--- config.mk ---
export PLATFORM = sky130hd
export DESIGN_NAME = tone_pwm_synth
export DESIGN_NICKNAME = d
export VERILOG_FILES = /design/src/rtl/tone_pwm_synth.sv
export SDC_FILE = /design/constraint.sdc
export NUM_CORES = 1
export LEC_CHECK = 0
export BUFFER_PORTS_ARGS = -buffer_cell sky130_fd_sc_hd__buf_2
export CAP_MARGIN = 20
export CELL_PAD_IN_SITES_DETAIL_PLACEMENT = 0
export CELL_PAD_IN_SITES_GLOBAL_PLACEMENT = 1
export CORE_MARGIN = 5
export CORE_UTILIZATION = 35
export DETAILED_ROUTE_END_ITERATION = 16
export GPL_ROUTABILITY_DRIVEN = 0
export HOLD_SLACK_MARGIN = 0.02
export PLACE_DENSITY_LB_ADDON = 0.1
export SYNTH_ARGS = -nofsm -noshare
export SYNTH_HDL_FRONTEND = slang
export SYNTH_SLANG_ARGS = --single-unit
export TNS_END_PERCENT = 50
--- constraint.sdc ---
create_clock -name clock -period 13.62 [get_ports clock]
set_input_delay 1.362 -clock clock [delete_from_list [all_inputs] [get_ports clock]]
set_output_delay 1.362 -clock clock [all_outputs]
set_load 0.01 [all_outputs]
--- src/rtl/tone_pwm_synth.sv ---
// -----------------------------------------------------------------------------
// tone_pwm_synth
//   Two-voice triangle-wave tone synthesizer with a decaying amplitude
//   envelope, rendered as 8-bit PWM on a single audio pin.
//
//   Each voice owns a 32-bit phase accumulator advanced every clock by an
//   increment looked up from a constant 32-entry semitone table. The two
//   triangle waves are averaged, scaled by the envelope and latched into the
//   PWM duty register once per 256-clock PWM period.
//
// Parameters
//   CLK_HZ        clock frequency in Hz (only used to build the pitch table)
//   BASE_HZ       pitch of semitone index 0 in Hz
//   DECAY_CYCLES  clocks per envelope decrement step
//   SUSTAIN       envelope floor reached after a note has decayed (0..255)
//
// Ports
//   clock     in   1  system clock, all logic on posedge
//   reset     in   1  synchronous, active-high; silences the output
//   freq_id1  in   5  voice 1 semitone index
//   freq_id2  in   5  voice 2 semitone index
//   new_f     in   1  one-cycle trigger: latch ids, restart phases,
//                     retrigger the envelope
//   pwm       out  1  registered PWM audio output
// -----------------------------------------------------------------------------
module tone_pwm_synth #(
    parameter int CLK_HZ       = 65_000_000,
    parameter int BASE_HZ      = 110,
    parameter int DECAY_CYCLES = 65_000,
    parameter int SUSTAIN      = 64
) (
    input  logic       clock,
    input  logic       reset,
    input  logic [4:0] freq_id1,
    input  logic [4:0] freq_id2,
    input  logic       new_f,
    output logic       pwm
);

    localparam logic [31:0] TIMER_LAST  = 32'(DECAY_CYCLES - 1);
    localparam logic [7:0]  SUSTAIN_LVL = 8'(SUSTAIN);

    // 2^(k/12) for k = 0..11, scaled by 1e12. Twelve decimal places keep the
    // table error far below the rounding step of any realistic increment.
    function automatic logic [63:0] semitone_ratio(input int k);
        logic [63:0] r;
        case (k)
            0:       r = 64'd1000000000000;
            1:       r = 64'd1059463094359;
            2:       r = 64'd1122462048309;
            3:       r = 64'd1189207115003;
            4:       r = 64'd1259921049895;
            5:       r = 64'd1334839854170;
            6:       r = 64'd1414213562373;
            7:       r = 64'd1498307076877;
            8:       r = 64'd1587401051968;
            9:       r = 64'd1681792830507;
            10:      r = 64'd1781797436281;
            default: r = 64'd1887748625363;
        endcase
        return r;
    endfunction

    // inc(id) = round(2^32 * BASE_HZ * 2^(id/12) / CLK_HZ), evaluated at
    // elaboration with wide integer arithmetic. The octave part of the
    // exponent becomes an extra left shift.
    function automatic logic [31:0] calc_inc(input int id);
        logic [95:0] num;
        logic [95:0] den;
        num = (96'(BASE_HZ) * 96'(semitone_ratio(id % 12))) << (32 + id / 12);
        den = 96'(CLK_HZ) * 96'(64'd1000000000000);
        return 32'((num + (den >> 1)) / den);
    endfunction

    logic [31:0] inc_rom [32];

    for (genvar gi = 0; gi < 32; gi++) begin : g_inc_rom
        assign inc_rom[gi] = calc_inc(gi);
    end

    // State
    logic [4:0]  id1_reg,    id1_next;
    logic [4:0]  id2_reg,    id2_next;
    logic [31:0] phase1_reg, phase1_next;
    logic [31:0] phase2_reg, phase2_next;
    logic [7:0]  env_reg,    env_next;
    logic [31:0] timer_reg,  timer_next;
    logic [7:0]  cnt_reg,    cnt_next;
    logic [7:0]  duty_reg,   duty_next;
    logic        pwm_reg,    pwm_next;

    // Datapath
    logic [7:0] wave1;
    logic [7:0] wave2;
    logic [7:0] mix;
    logic [7:0] amp;

    // Triangle: rising ramp in the first half of the phase, mirrored in the second.
    assign wave1 = phase1_reg[31] ? ~phase1_reg[30:23] : phase1_reg[30:23];
    assign wave2 = phase2_reg[31] ? ~phase2_reg[30:23] : phase2_reg[30:23];

    // 9-bit sum so the average cannot overflow.
    assign mix = 8'(({1'b0, wave1} + {1'b0, wave2}) >> 1);
    // With both factors at most 255 the product's top byte peaks at 254.
    assign amp = 8'(({8'd0, mix} * {8'd0, env_reg}) >> 8);

    always_comb begin
        id1_next    = id1_reg;
        id2_next    = id2_reg;
        phase1_next = phase1_reg + inc_rom[id1_reg];
        phase2_next = phase2_reg + inc_rom[id2_reg];
        env_next    = env_reg;
        timer_next  = timer_reg + 32'd1;
        cnt_next    = cnt_reg + 8'd1;
        duty_next   = duty_reg;
        // duty is constant for the whole period, so this is glitch-free.
        pwm_next    = (cnt_reg < duty_reg);

        // Duty only changes at the period boundary.
        if (cnt_reg == 8'hFF) begin
            duty_next = amp;
        end

        if (new_f) begin
            id1_next    = freq_id1;
            id2_next    = freq_id2;
            phase1_next = '0;
            phase2_next = '0;
            env_next    = 8'hFF;
            timer_next  = '0;
        end else if (timer_reg == TIMER_LAST) begin
            timer_next = '0;
            // After reset env is 0, below the floor, so it stays silent.
            if (env_reg > SUSTAIN_LVL) begin
                env_next = env_reg - 8'd1;
            end
        end
    end

    always_ff @(posedge clock) begin
        if (reset) begin
            id1_reg    <= '0;
            id2_reg    <= '0;
            phase1_reg <= '0;
            phase2_reg <= '0;
            env_reg    <= '0;
            timer_reg  <= '0;
            cnt_reg    <= '0;
            duty_reg   <= '0;
            pwm_reg    <= 1'b0;
        end else begin
            id1_reg    <= id1_next;
            id2_reg    <= id2_next;
            phase1_reg <= phase1_next;
            phase2_reg <= phase2_next;
            env_reg    <= env_next;
            timer_reg  <= timer_next;
            cnt_reg    <= cnt_next;
            duty_reg   <= duty_next;
            pwm_reg    <= pwm_next;
        end
    end

    assign pwm = pwm_reg;

endmodule

==> impl_metrics.yaml, run 1 <==
outcome:
  status: "completed"
placed_design:
  dp_cells: 1626
  numPortBuffers: 13
  dp_hpwl_um: 17000
clock_network:
  cts_setup_buffers: 0
  cts.clk_slew.worst_paths_ns: 0.06
  cts_tree: "yes"
  postCtsHoldBufs: 0
  clockBufferDepth: 2
  clkLatencyLatePin_ns: 0.43
  clockRootBuffer: "clkbuf_16"
  htreeDepth: 4
  cts_sinks: 131
  cts-buffers-inserted: 17
  ctsResizeCount: 0
die:
  die_h_um: 183
  core_um2: 29600
  die-area_um2: 33500
  start_util: 0.354
  fp-row-count: 63
  io_pins: 14
  die_w_um: 183
route:
  drt_iter0_markers: 341
  via_count: 8291
  drt_pre_antenna_iters: 5
  avgRoutedWirePerCell_um: 14.2
  via_per_inst: 5.00
  drc_errors: 0
  final_antenna_net_count: 0
  drt-total-wl_um: 23500
critical_path:
  worstSetupPathType: "register to register"
  endpoint_kind: "register"
  cp.required_ns: 13.93
  cp_top_family: "adder cells"
  arrival_ns: 6.81
  cp_common_cell: "fa_1"
  crit_slowest_cell: "dfxtp_1"
  max_stage_delay_ns: 0.59
  critPathMaxFanout: 10
  critPathBufInv: 4
  start_kind: "register"
timing:
  tightestPinTransition_ns: 0.922
  finalHoldViolCount: 0
  finalCritPeriodShare: 0.478
  final.setup.tns_ns: 0
  worst_hold_slack_ns: 0.452
  timing.max_slew.rel_slack: 0.381
  min_period_ns: 6.51
  rsz0062_at_grt: "no"
  drv_slew: 0
  max_freq_mhz: 154
  clock_skew_ns: 0.0245
  setup_viol_count_final: 0
final_layout:
  drive_gt1_frac: 0.0654
  nets: 1406
  final_cell_count_no_fill: 1659
  num_antenna_cells: 0
  final_cell_mix: "133 x nor2_1, 131 x dfxtp_1, 99 x ha_1"
  fin_util: 0.388
  area_growth_pct: 9.62
  final_common_cell: "nor2_1"
logic_synthesis:
  ys_seq_area_frac: 0.250
  synth_seq_cells: 131
  syn_avg_cell_area_um2: 8.23
  synth_area_um2: 10500
  netlist_instances: 1274
  synth_fp_nets: 1424
  synth_edf_count: 0
  synthArstFlopShare: 0
  synth_cell_types: 70
  yosys_warnings: 0
  synthFlopType: "dfxtp_1"
power:
  p_leak_nw: 4.96
  vdd_drop_max_mv: 0.0642
  power_density_nw_per_um2: 97.8
global_route:
  use_met1: 0.200
  gr-total-overflow: 0
  grt-busiest-layer: "met2"
  antenna_found_initial: 0
  grt_usage: 0.144
  grt_pass1_wl_um: 40600
  use_met3: 0.0228
  grt_max_degree: 56
  grt_pass1_vias: 8222
  grtUsageMet2: 0.239
run:
  cap_violations: 0
hold_path:
  hold_class: "register to register"
==> stage by stage <==
step	setup WS [ns]	instance area, µm²	power [W]
floorplan	7.87	10500	0.000601
global placement	7.21	10900	0.000650
detailed placement	7.10	10900	0.000648
CTS	7.07	11500	0.00114
global route	6.71	11500	0.00119
finish	7.11	11500	0.00112
==> synthesized netlist by cell type (3+ instances only) <==
| cell | n | area, µm² |
|---|---|---|
| a211oi_1 | 17 | 128 |
| a21o_1 | 24 | 180 |
| a21oi_1 | 94 | 470 |
| a31oi_1 | 14 | 87.6 |
| and2_1 | 49 | 307 |
| and3_1 | 19 | 119 |
| and4_1 | 3 | 26.3 |
| buf_1 | 6 | 22.5 |
| buf_2 | 11 | 55.1 |
| clkbuf_1 | 38 | 143 |
| dfxtp_1 | 131 | 2620 |
| fa_1 | 38 | 761 |
| ha_1 | 99 | 1240 |
| inv_1 | 75 | 282 |
| mux2i_1 | 24 | 240 |
| nand2_1 | 93 | 349 |
| nand2b_1 | 12 | 75.1 |
| nand3_1 | 35 | 175 |
| nand4_1 | 10 | 62.6 |
| nor2_1 | 133 | 499 |
| nor2b_1 | 27 | 169 |
| nor3_1 | 19 | 95.1 |
| nor3_2 | 4 | 40.0 |
| nor3b_1 | 4 | 30.0 |
| nor4_1 | 6 | 37.5 |
| o211a_1 | 3 | 30.0 |
| o211ai_1 | 13 | 97.6 |
| o21a_1 | 8 | 60.1 |
| o21ai_0 | 66 | 330 |
| o21ai_1 | 7 | 35.0 |
| o22ai_1 | 5 | 31.3 |
| o31ai_1 | 11 | 82.6 |
| or3_1 | 22 | 138 |
| xnor2_1 | 38 | 333 |
| xor2_1 | 70 | 613 |
==> routing by layer <==
| layer | wire [µm] | up-vias |
|---|---|---|
| met4 | 177 | 0 |
| met3 | 351 | 13 |
| met1 | 12300 | 3866 |
| li1 | - | 4367 |
| met5 | 0 | - |
| met2 | 10700 | 45 |
==> report_power, final <==
part,internal [W],switching [W],leakage (nW)
clock network,0.000281,0.000203,0.288
logic,0.0000914,0.000136,3.61
registers,0.000400,0.0000133,1.07
==> kinds of logic after synthesis <==
group	count (synthesis)	share of synthesized area
flops	131	0.250
simple gates	453	0.220
compound gates	285	0.172
xor+xnor	109	0.0917
buf+inv	134	0.0507
mux	25	0.0251
fa+ha+maj	137	0.191
==> final cells by class <==
| type | count | area (µm²) |
|---|---|---|
| Sequential cell | 131 | 2620 |
| Clock buffer | 18 | 439 |
| Fill cell | 3114 | 18100 |
| Multi-Input combinational cell | 1009 | 7350 |
| Timing Repair Buffer | 21 | 145 |
| Inverter | 76 | 285 |
| Clock inverter | 14 | 166 |
| Tap cell | 390 | 488 |
==> final timing paths <==
kind / start / to / slack [ns] / cells past startpoint
worst max-delay path: phase2_reg[31] / duty_reg[6] / 7.11 / 25
worst min-delay path: timer_reg[0] / timer_reg[0] / 0.45 / 1
worst max register to register: phase2_reg[31] / duty_reg[6] / 7.11 / 25
worst min register to register: timer_reg[0] / timer_reg[0] / 0.45 / 1
(Power assumes the default switching activity.)
==> inputs of run 2 (changes only) <==
Settings changed: ABC_AREA set to 1.
Clock period 13.62 ns to 6.7 ns, I/O delays scaled along.
==> run 2 against run 1 <==
Compared with the run above: die area is 11% higher; register-to-register slack got worse by 6.3 ns; area after synthesis rose by 11%; sequential power grew 110%; via count up 38%; worst setup slack worse by 6.3 ns; global-route usage increased by 4.3 points; first-iteration DRC count is 80% higher; critical endpoint unchanged.
==> impl_metrics.yaml, run 2 <==
route:
  drt_pre_antenna_iters: 5
  final_antenna_net_count: 0
  drt-total-wl_um: 32800
  avgRoutedWirePerCell_um: 14.6
  via_count: 11400
  via_per_inst: 5.05
  drc_errors: 0
  drt_iter0_markers: 615
critical_path:
  critPathMaxFanout: 10
  worstSetupPathType: "register to register"
  max_stage_delay_ns: 0.60
  crit_slowest_cell: "dfxtp_1"
  r2r-end: "duty_reg[6]"
  endpoint_kind: "register"
  start_kind: "register"
  regToRegStartpoint: "phase1_reg[31]"
  cp.required_ns: 7.05
  rrSetupSlack_ns: 0.80
  arrival_ns: 6.25
  cp_common_cell: "nand2_1"
  cp-startpoint: "phase1_reg[31]"
  rr_worst_depth: 30
hold_path:
  min_from: "cnt_reg[0]"
  whs_path_depth: 1
  hold_class: "register to register"
  hold_end: "cnt_reg[0]"
placed_design:
  dp_cells: 2224
  post-place-ws_ns: 0.813
  dp_hpwl_um: 25800
  place_area_um2: 12200
  numPortBuffers: 13
timing:
  max_freq_mhz: 169
  fin_ws_ns: 0.800
  min_period_ns: 5.90
  finalHoldViolCount: 0
  final.setup.tns_ns: 0
  finalCritPeriodShare: 0.881
  clock_skew_ns: 0.0110
  tightestPinTransition_ns: 0.787
  worst_hold_slack_ns: 0.466
  timing.max_slew.rel_slack: 0.474
  drv_slew: 0
  setup_viol_count_final: 0
  rsz0062_at_grt: "no"
logic_synthesis:
  synthFlopType: "dfxtp_1"
  synthArstFlopShare: 0
  synth_edf_count: 0
  yosysMostFrequentCell: "nand2_1"
  synth.top_cells.by_count: "379 x nand2_1, 248 x nor2_1, 235 x inv_1"
  yosys_warnings: 0
  synth_area_um2: 11700
  syn_avg_cell_area_um2: 6.48
  synth_seq_cells: 131
  yosys-top-cells-area: "dfxtp_1 22%, nand2_1 12%, ha_1 11%, nor2_1 8.0%, inv_1 7.6%"
  synth_cell_types: 57
  synth_top_area_share: 0.225
  yosysTopAreaCell: "dfxtp_1"
  ys_seq_area_frac: 0.225
  synth_fp_nets: 1952
  netlist_instances: 1802
die:
  io_pins: 14
  die_h_um: 193
  die-area_um2: 37100
  die_w_um: 193
  core_um2: 32700
  fp-row-count: 66
  start_util: 0.357
final_layout:
  num_antenna_cells: 0
  nets: 1951
  drive_gt1_frac: 0.0485
  final_cell_count_no_fill: 2256
  area_growth_pct: 9.71
  final_common_cell: "nand2_1"
  final_cell_area_um2: 12800
  final_cell_mix: "379 x nand2_1, 247 x nor2_1, 235 x inv_1"
clock_network:
  clockRootBuffer: "clkbuf_16"
  clkLatencyLatePin_ns: 0.45
  cts_setup_buffers: 0
  htreeDepth: 4
  clockBufferDepth: 2
  ctsResizeCount: 0
  cts-buffers-inserted: 17
  cts_sinks: 131
  cts_tree: "yes"
  postCtsHoldBufs: 0
  cts.clk_slew.worst_paths_ns: 0.07
run:
  cap_violations: 0
power:
  power_density_nw_per_um2: 191
  p_leak_nw: 5.84
  vdd_drop_max_mv: 0.185
global_route:
  antenna_found_initial: 1
  gr-total-overflow: 0
  grt_usage: 0.187
  grt_pass1_vias: 11300
  grt_max_degree: 54
  grt_pass1_wl_um: 56700
outcome:
  status: "completed"
-- run 2: changes by cell type after synthesis, sizes merged, moves of 22 or more --
cell,change
nor2b,-27
a21oi,+75
nor2,+121
xor2,-48
nand3,+86
and2,-48
o21ai,+38
nand4,+25
xnor2,-33
inv,+165
mux2i,-24
nor3,+22
nand2,+293
-- run 2: cell type report --
cell class / count / area, µm²
clock inverters: 15 / 218
repair buffers: 17 / 95.1
fillers: 3637 / 19900
clock buffers: 17 / 425
flip-flops and latches: 131 / 2620
inverters: 247 / 927
multi-input cells: 1387 / 7970
well taps: 442 / 553
-- run 2: how the worst max path moves through the flow --
stage | slack [ns] | end | cells past startpoint
after floorplan | 1.47 | duty_reg[7] | 26
after global placement | 0.89 | duty_reg[7] | 30
after detailed placement | 0.81 | duty_reg[6] | 30
after CTS | 0.79 | duty_reg[6] | 30
after global routing | 0.17 | duty_reg[6] | 30
final | 0.80 | duty_reg[6] | 30
-- run 2: report_power, final --
group / switching (W) / total [W] / internal (W) / leakage (nW)
clock: 0.000424 / 0.00106 / 0.000634 / 0.312
combinational: 0.000373 / 0.000544 / 0.000170 / 4.46
sequential: 0.0000345 / 0.000849 / 0.000814 / 1.07
total: 0.000832 / 0.00245 / 0.00162 / 5.84
-- run 2: critical path: cells and delay by family, from the launching register on --
| kind | cells | cell delay [ns] |
|---|---|---|
| buffers and inverters | 6 | 0.38 |
| flip-flops | 1 | 0.60 |
| adder cells (fa/ha/maj) | 6 | 2.69 |
| XOR/XNOR | 1 | 0.18 |
| AND/OR/NAND/NOR | 12 | 1.00 |
| AO/OA/AOI/OAI | 5 | 0.94 |
-- run 2: per-layer routing --
layer / part of all wire / global-route usage / vias up
li1: - / - / 5950
met1: 0.51 / 0.261 / 5211
met2: 0.44 / 0.305 / 196
met3: 0.034 / 0.0300 / 42
met4: 0.014 / 0.0453 / 2
met5: 0.00021 / 0 / -
-- run 2: kinds of logic (layout without fill, tap and decap cells) --
kind of cell    count (synthesis)  in the layout  share of synthesized area
compound gates                342            342                      0.160
fa+ha+maj                     137            137                      0.171
xor+xnor                       28             28                     0.0216
simple gates                  880            880                      0.329
buf+inv                       284            296                     0.0935
flops                         131            131                      0.225
-- run 2: stage by stage --
stage | utilization | total power (W)
floorplan | - | 0.00126
global placement | 0.372 | 0.00141
detailed placement | 0.372 | 0.00141
CTS | 0.392 | 0.00249
global route | 0.392 | 0.00261
finish | 0.392 | 0.00245
